$ cat src/rtl/dm_load_unit.sv
// dm_load_unit: read-side load path for the M stage.
// Issues one word-aligned read per load request, waits for the memory/bridge
// acknowledge (or a timeout), then returns the addressed byte, halfword or
// word sign- or zero-extended. Misaligned loads raise adel without touching
// the bus; flush aborts whatever is in flight.
module dm_load_unit #(
  parameter int unsigned TIMEOUT = 16
) (
  input  logic        clk,
  input  logic        reset,
  input  logic        req,
  input  logic [2:0]  DMROp,
  input  logic [31:0] addr,
  input  logic        flush,
  output logic        mem_rd_en,
  output logic [31:0] mem_addr,
  input  logic [31:0] mem_rdata,
  input  logic        mem_ack,
  output logic        busy,
  output logic [31:0] rdata,
  output logic        done,
  output logic        adel,
  output logic        bus_err
);

  // Load type encodings carried on DMROp.
  localparam logic [2:0] OP_LW  = 3'd1;
  localparam logic [2:0] OP_LH  = 3'd2;
  localparam logic [2:0] OP_LHU = 3'd3;
  localparam logic [2:0] OP_LB  = 3'd4;
  localparam logic [2:0] OP_LBU = 3'd5;

  // Last counter value before the timeout fires: TIMEOUT WAIT cycles in all.
  localparam logic [7:0] LIMIT = 8'(TIMEOUT - 1);

  typedef enum logic {
    IDLE,
    WAIT
  } state_t;

  state_t      state;
  logic [2:0]  op_reg;     // load type latched at issue
  logic [1:0]  off_reg;    // byte offset within the word latched at issue
  logic [7:0]  count;      // WAIT cycles seen without an acknowledge

  logic        valid_op;
  logic        misaligned;
  logic [7:0]  lanes [4];
  logic [7:0]  byte_sel;
  logic [15:0] half_sel;
  logic [31:0] ext_data;

  // Split the returned word into byte lanes so selection is a plain mux.
  genvar gi;
  generate
    for (gi = 0; gi < 4; gi++) begin : g_lane
      assign lanes[gi] = mem_rdata[8*gi +: 8];
    end
  endgenerate

  // Decode the request: is it a real load, and does it violate alignment.
  always_comb begin
    valid_op   = 1'b0;
    misaligned = 1'b0;
    case (DMROp)
      OP_LW: begin
        valid_op   = 1'b1;
        misaligned = (addr[1:0] != 2'b00);
      end
      OP_LH, OP_LHU: begin
        valid_op   = 1'b1;
        misaligned = addr[0];
      end
      OP_LB, OP_LBU: begin
        valid_op   = 1'b1;
        misaligned = 1'b0;
      end
      default: begin
        valid_op   = 1'b0;
        misaligned = 1'b0;
      end
    endcase
  end

  // Pick the addressed byte/halfword and extend according to the latched type.
  always_comb begin
    byte_sel = lanes[off_reg];
    half_sel = off_reg[1] ? {lanes[3], lanes[2]} : {lanes[1], lanes[0]};
    case (op_reg)
      OP_LH:   ext_data = {{16{half_sel[15]}}, half_sel};
      OP_LHU:  ext_data = {16'h0000, half_sel};
      OP_LB:   ext_data = {{24{byte_sel[7]}}, byte_sel};
      OP_LBU:  ext_data = {24'h000000, byte_sel};
      default: ext_data = mem_rdata;
    endcase
  end

  // Control FSM with registered outputs; flush overrides every other event.
  always_ff @(posedge clk or posedge reset) begin
    if (reset) begin
      state     <= IDLE;
      op_reg    <= 3'd0;
      off_reg   <= 2'd0;
      count     <= 8'd0;
      mem_rd_en <= 1'b0;
      mem_addr  <= 32'd0;
      busy      <= 1'b0;
      rdata     <= 32'd0;
      done      <= 1'b0;
      adel      <= 1'b0;
      bus_err   <= 1'b0;
    end else begin
      // Status flags are single-cycle pulses unless re-armed below.
      done    <= 1'b0;
      adel    <= 1'b0;
      bus_err <= 1'b0;
      if (flush) begin
        state     <= IDLE;
        mem_rd_en <= 1'b0;
        busy      <= 1'b0;
        count     <= 8'd0;
      end else begin
        case (state)
          IDLE: begin
            if (req && valid_op) begin
              if (misaligned) begin
                adel <= 1'b1;
              end else begin
                op_reg    <= DMROp;
                off_reg   <= addr[1:0];
                mem_rd_en <= 1'b1;
                mem_addr  <= {addr[31:2], 2'b00};
                busy      <= 1'b1;
                count     <= 8'd0;
                state     <= WAIT;
              end
            end
          end
          WAIT: begin
            if (mem_ack) begin
              rdata     <= ext_data;
              done      <= 1'b1;
              mem_rd_en <= 1'b0;
              busy      <= 1'b0;
              state     <= IDLE;
            end else if (count == LIMIT) begin
              bus_err   <= 1'b1;
              mem_rd_en <= 1'b0;
              busy      <= 1'b0;
              count     <= 8'd0;
              state     <= IDLE;
            end else begin
              count <= count + 8'd1;
            end
          end
          default: begin
            state     <= IDLE;
            mem_rd_en <= 1'b0;
            busy      <= 1'b0;
          end
        endcase
      end
    end
  end

endmodule

$ cat config.mk
export PLATFORM = sky130hd
export DESIGN_NAME = dm_load_unit
export DESIGN_NICKNAME = d
export VERILOG_FILES = /design/src/rtl/dm_load_unit.sv
export SDC_FILE = /design/constraint.sdc
export NUM_CORES = 1
export LEC_CHECK = 0
export CAP_MARGIN = 5
export CORE_ASPECT_RATIO = 1.75
export CORE_MARGIN = 5
export CORE_UTILIZATION = 27
export DETAILED_ROUTE_END_ITERATION = 8
export PLACE_DENSITY = 0.59
export SYNTH_ARGS = -nofsm -noshare
export SYNTH_HDL_FRONTEND = slang
export SYNTH_SLANG_ARGS = --single-unit
$ cat constraint.sdc
create_clock -name clk -period 3.3 [get_ports clk]
set_clock_uncertainty 0.15 [all_clocks]
set_input_delay 0.495 -clock clk [delete_from_list [all_inputs] [get_ports clk]]
set_output_delay 0.495 -clock clk [all_outputs]
set_load 0.03 [all_outputs]
==> impl_metrics.csv, run 1 <==
group,metric,value,unit
critical_path,crit_chain,"nor2b_1, a22oi_2, nor3_2, a221o_1",
yosys,yosysWarnings,0,
finish,reg_top3,"rdata: 32 flops, mem_addr: 30 flops, count: 8 flops",
yosys,yosysSeqAreaShare,51.40,%
yosys,synth-simple-area-share,10.25,%
sta,finalCritPeriodShare,74.33,%
yosys,synth.mux.area_fraction,18.15,%
clock_network,clk_path_buf_depth,2,
finish,final_common_cell,"clkdlybuf4s50_1",
critical_path,reg2regPathDepth,4,
detailed_routing,dr.pass1.iters,4,
sta,setup_viol,0,
finish,layout-drive-gt1-share,15.50,%
clock_network,htree_levels,3,
power,power_density,765.9,mW/mm^2
sta,tightest_slew,901.3,ps
clock_network,cts_inserted_buffers,9,
detailed_routing,vias,3266,
yosys,ys_ff_latch,80,
detailed_routing,vias_per_cell,5.017,
clock_network,clkLatencyLatePin,340,ps
finish,multi_input_area,0.001728,mm^2
hold_path,hp-class,"flip-flop to flip-flop",
die,initial_core_util,27.24,%
sta,max_freq,407.7,MHz
clock_network,cts.repair.resized,0,
finish,synthToLayoutAreaGrowth,47.32,%
finish,nFillCells,1347,
power,p_total,4.395,mW
clock_network,cts_setup_buffers,0,
die,std_cell_rows,58,
die,dieArea,0.01702,mm^2
finish,regMostFlops,"rdata",
finish,final_cell_mix,"clkdlybuf4s50_1, dfrtp_1, mux2_2",
grt,overflow,0,
die,core,0.01430,mm^2
yosys,syn_area_per_cell,11.63,um^2
detailed_routing,wl_per_cell,18.90,um
critical_path,worstPathMaxFanout,26,
yosys,synth-main-ff-cell,"dfrtp_1",
hold_path,worstHoldPathCells,2,
critical_path,crit_path_max_incr_delay,770,ps
power,irDropWorstVdd,367.7,uV
detailed_routing,drt-total-wl,12.30,mm
grt,grt.total_usage,14.64,%
critical_path,cp_slowest_cell,"dfrtp_1",
yosys,synth_compound_area_share,15.26,%
sta,finalHoldViolCount,0,
critical_path,cp-end-kind,"flip-flop",
power,leakagePower,2.357,nW
die,fp.dieH,168.9,um
detailed_routing,drt_iter0_markers,110,
finish,largest_reg_flops,32,
place,hpwl,9.419,mm
sta,max_slew_margin,39.59,%
grt,grt_max_degree,45,
finish,insertedDiodeCount,0,
run,maxCapViolations,0,
finish,fin_nets,539,
clock_network,cts_hold_buf,0,
yosys,synth_top_family_by_area,"multiplexers",
sta,tns,0,ps
detailed_routing,drc,0,
place,gp_congestion,0.8126,
clock_network,cts_tree,"done",
yosys,synthAdderAreaFrac,0.3212,%
die,io_pins,141,
critical_path,cp_data_required_time,3420,ps
clock_network,clk_pin_slew,70,ps
sta,min_period,2453,ps
yosys,synth_area,0.003895,mm^2
place,io_buffers,138,
clock_network,cts_sinks,80,
sta,slew_violations,0,
grt,grt_pass1_vias,3542,
clock_network,clock-root-buffer,"clkbuf_16",
yosys,synth-xor-area-share,0,%
finish,regArea,0.002002,mm^2
yosys,ys_types,43,
grt,grt_pass1_wl,19.44,mm
outcome,status,"completed",
detailed_routing,drtAntennaViolNets,0,
yosys,synth_edf_count,0,
grt,antenna_found_initial,0,
die,die_w,100.8,um
critical_path,arrival,2580,ps
sta,grt_setup_unrepaired,"false",
yosys,synthCells,335,
yosys,async_flop_share,100.0,%
critical_path,start_kind,"flip-flop",
critical_path,critical_path_class,"flip-flop to flip-flop",
-- critical path: cells and delay by family (launching register included) --
| family | cells | cell delay [ps] |
|---|---|---|
| compound gates | 2 | 360 |
| simple gates | 2 | 1100 |
| flops | 1 | 770 |
-- power by group --
part	internal, mW	switching (mW)	leakage, nW
clock	0.528	0.452	0.144
sequential	1.28	0.228	0.988
combinational	0.892	1.02	1.22
total	2.70	1.70	2.36
-- cell usage after synthesis (3+ instances only) --
library cell | number | area, um^2
inv_1 | 10 | 37.54
mux2_2 | 38 | 427.9
nor2b_1 | 7 | 43.79
and3_1 | 4 | 25.02
buf_2 | 6 | 30.03
mux4_2 | 5 | 112.6
o21ai_0 | 5 | 25.02
nor2_1 | 16 | 60.06
nand4_1 | 3 | 18.77
a31oi_1 | 5 | 31.28
a221o_1 | 16 | 160.2
clkbuf_1 | 13 | 48.80
nand2_1 | 13 | 48.80
mux2i_1 | 14 | 140.1
o221ai_1 | 9 | 78.83
buf_4 | 5 | 37.54
nand3_1 | 10 | 50.05
a211oi_1 | 5 | 37.54
dfrtp_1 | 80 | 2002
nand2b_1 | 10 | 62.56
a21oi_1 | 31 | 155.2
o22ai_1 | 3 | 18.77
-- worst paths after layout --
check / startpoint / to / slack, ps
worst max-delay path: op_reg[1] / rdata[23] / 850
worst min-delay path: rdata[6] / rdata[6] / 340
worst max register to register: op_reg[1] / rdata[23] / 850
worst min register to register: rdata[6] / rdata[6] / 340
max in group asynchronous: reset / mem_addr[7] / 1890
min in group asynchronous: reset / mem_addr[21] / 450
-- area by class of cell --
| class | instances | share of cell area, % |
|---|---|---|
| timing repair buffer | 145 | 25.43 |
| clock inverter | 7 | 1.047 |
| inverter | 10 | 0.6760 |
| clock buffer | 9 | 3.925 |
| sequential | 80 | 34.89 |
| multi-input combinational | 220 | 30.11 |
| tap | 180 | 3.925 |
-- through the flow --
stage,worst slack (ps),hold WS [ps],instance area (um^2),std cells,utilization [%]
2_1_floorplan,603.3,301.6,3899,336,-
5_1_grt,677.6,367.6,5738,651,40.14
3_3_place_gp,668.9,319.5,5453,635,38.14
4_1_cts,837.0,345.8,5738,651,40.14
6_report,847.2,343.3,5738,651,40.14
3_5_place_dp,586.7,330.4,5453,635,38.14
-- logic make-up after synthesis --
group                    Yosys count
AO/OA/AOI/OAI                     84
adder cells (fa/ha/maj)            1
buffers and inverters             36
flip-flops                        80
multiplexers                      58
other                              1
AND/OR/NAND/NOR                   75
-- routing by layer --
metal  up-vias  track usage, %  routed length (um)
li1       1510               -                   -
met1      1605           16.18                4483
met2       131           25.82                6645
met3        20           4.247                 800
met4         0           5.924                 375
met5         -               0                   0
Power figures use the tool's default switching activity.
==> run 2: changes to the inputs <==
--- a/config.mk
+++ b/config.mk
@@ -10,7 +10,7 @@
 export CORE_MARGIN = 5
 export CORE_UTILIZATION = 27
 export DETAILED_ROUTE_END_ITERATION = 8
-export PLACE_DENSITY = 0.59
+export PLACE_DENSITY = 0.61
 export SYNTH_ARGS = -nofsm -noshare
 export SYNTH_HDL_FRONTEND = slang
 export SYNTH_SLANG_ARGS = --single-unit
==> constraint.sdc (replaced) <==
create_clock -name clk -period 2.19 [get_ports clk]
set_clock_uncertainty 0.15 [all_clocks]
set_input_delay 0.3285 -clock clk [delete_from_list [all_inputs] [get_ports clk]]
set_output_delay 0.3285 -clock clk [all_outputs]
set_load 0.03 [all_outputs]
==> impl_metrics.csv, run 2 (same netlist as run 1, synthesis figures left out) <==
group,metric,value,unit
power,leakagePower,2.488,nW
critical_path,cp-end-kind,"flip-flop",
clock_network,cts_sinks,80,
power,netSwitchingPower,2.573,mW
clock_network,htree_levels,3,
grt,overflow,0,
outcome,status,"completed",
detailed_routing,dr.pass1.iters,4,
die,dieArea,0.01702,mm^2
critical_path,worstPathMaxFanout,27,
die,io_pins,141,
sta,tns,0,ps
critical_path,crit_family,"buffers and inverters",
grt,grt_pass1_vias,3659,
sta,min_period,2108,ps
finish,synthToLayoutAreaGrowth,52.78,%
clock_network,cts_tree,"done",
finish,largest_reg_flops,32,
power,power_density,1123,mW/mm^2
critical_path,start_kind,"input pin",
sta,max_freq,474.5,MHz
finish,nFillCells,1355,
power,power_frac_comb,45.1,%
die,core,0.01430,mm^2
sta,finalHoldViolCount,0,
critical_path,crit_chain,"clkdlybuf4s50_1, nand3b_1, buf_4, or3_1, o22ai_1, a21oi_1",
detailed_routing,vias,3417,
finish,fin_nets,565,
clock_network,clk_pin_slew,70,ps
run,maxCapViolations,0,
place,hpwl,9.632,mm
critical_path,crit_path_max_incr_delay,450,ps
place,gp_congestion,0.7902,
grt,grt.total_usage,14.94,%
grt,antenna_found_initial,0,
finish,insertedDiodeCount,0,
die,std_cell_rows,58,
clock_network,clk_path_buf_depth,2,
sta,max_slew_margin,57.47,%
place,io_buffers,138,
detailed_routing,drt_iter0_markers,130,
die,die_w,100.8,um
power,swShare,38.51,%
finish,regMostFlops,"rdata",
sta,grt_setup_unrepaired,"false",
finish,finalInstanceArea,0.005951,mm^2
finish,layout-drive-gt1-share,19.92,%
clock_network,clock-root-buffer,"clkbuf_16",
clock_network,cts_hold_buf,0,
critical_path,critical_path_class,"input pin to flip-flop",
detailed_routing,drc,0,
grt,grt_pass1_wl,19.80,mm
detailed_routing,wl_per_cell,18.81,um
die,initial_core_util,27.24,%
sta,tightest_slew,635.9,ps
die,fp.dieH,168.9,um
place,place_area,0.005650,mm^2
hold_path,hp-class,"input pin to async pin",
detailed_routing,vias_per_cell,5.047,
clock_network,cts_inserted_buffers,9,
clock_network,cts_setup_buffers,0,
sta,slew_violations,0,
grt,grt_max_degree,81,
critical_path,cp_num_buf_inv,2,
finish,reg_top3,"rdata: 32 flops, mem_addr: 30 flops, count: 8 flops",
finish,final_cell_mix,"clkdlybuf4s50_1, dfrtp_1, mux2_2",
critical_path,cp_data_required_time,2260,ps
critical_path,cp_slowest_cell,"clkdlybuf4s50_1",
clock_network,clkLatencyLatePin,330,ps
sta,setup_viol,0,
detailed_routing,drt-total-wl,12.73,mm
power,pwr-share-seq,32.9,%
sta,finalCritPeriodShare,96.24,%
power,power_frac_clock,22.0,%
finish,final_common_cell,"clkdlybuf4s50_1",
critical_path,arrival,2180,ps
power,p_int,4.108,mW
power,irDropWorstVdd,497.4,uV
detailed_routing,drtAntennaViolNets,0,
[run 2: cell types whose count changed in the layout (fill, tap and decap cells not counted), sizes merged]
cell	delta
buf	+26
clkinvlp	+1
inv	-1
[run 2: layer usage]
metal,track usage (%),up-vias,share of wire [%]
met5,0,-,0
met2,26.05,138,52
li1,-,1566,-
met4,8.328,0,5.4
met3,4.124,35,6.9
met1,15.87,1678,35
[run 2: cell type report]
class | instances | area [um^2] | share of cell area (%)
repair buffers | 171 | 1654 | 27.80
flip-flops and latches | 80 | 2002 | 33.64
inverters | 10 | 41.29 | 0.6939
clock buffers | 9 | 225.2 | 3.785
clock inverters | 7 | 62.56 | 1.051
well taps | 180 | 225.2 | 3.785
multi-input cells | 220 | 1740 | 29.25
[run 2: worst paths after layout]
check | start | endpoint | slack, ps | cells past startpoint
setup / recovery | flush | rdata[2] | 80 | 6
hold / removal | reset | rdata[26] | 290 | 3
setup reg to reg | state | rdata[2] | 220 | 5
hold reg to reg | rdata[5] | rdata[5] | 340 | 2
max in group asynchronous | reset | rdata[4] | 1240 | 3
min in group clk | rdata[5] | rdata[5] | 340 | 2
[run 2: through the flow]
step	instances	worst slack, ps	util (%)	total power, mW	hold slack, ps
final	677	82.42	41.62	6.682	288.1
after global routing	677	21.92	41.62	7.032	333.5
after CTS	677	64.75	41.54	6.767	323.4
after detailed placement	661	-295.4	39.52	5.257	326.0
after global placement	661	-124.6	39.52	5.207	321.2
after floorplan	336	367.4	-	3.918	301.6
[run 2: power by group through the flow]
stage / clock network [mW] / registers, mW / logic, mW
floorplan: 0 / 3.01 / 0.911
global placement: 0 / 2.22 / 2.99
detailed placement: 0 / 2.22 / 3.04
CTS: 1.51 / 2.21 / 3.05
global route: 1.59 / 2.27 / 3.18
finish: 1.47 / 2.20 / 3.01
[run 2: worst register-to-register path, stage by stage, from the launching register on]
cell and delay (ps):
dfrtp_1 400, nand3b_1 290, buf_4 350, or3_1 440
o22ai_1 170, a21oi_1 70
[run 2: what timing repair did]
action	CTS	global route
gates resized for setup	0	2
endpoints found under the setup margin	0	16
endpoints found under the hold margin	0	0
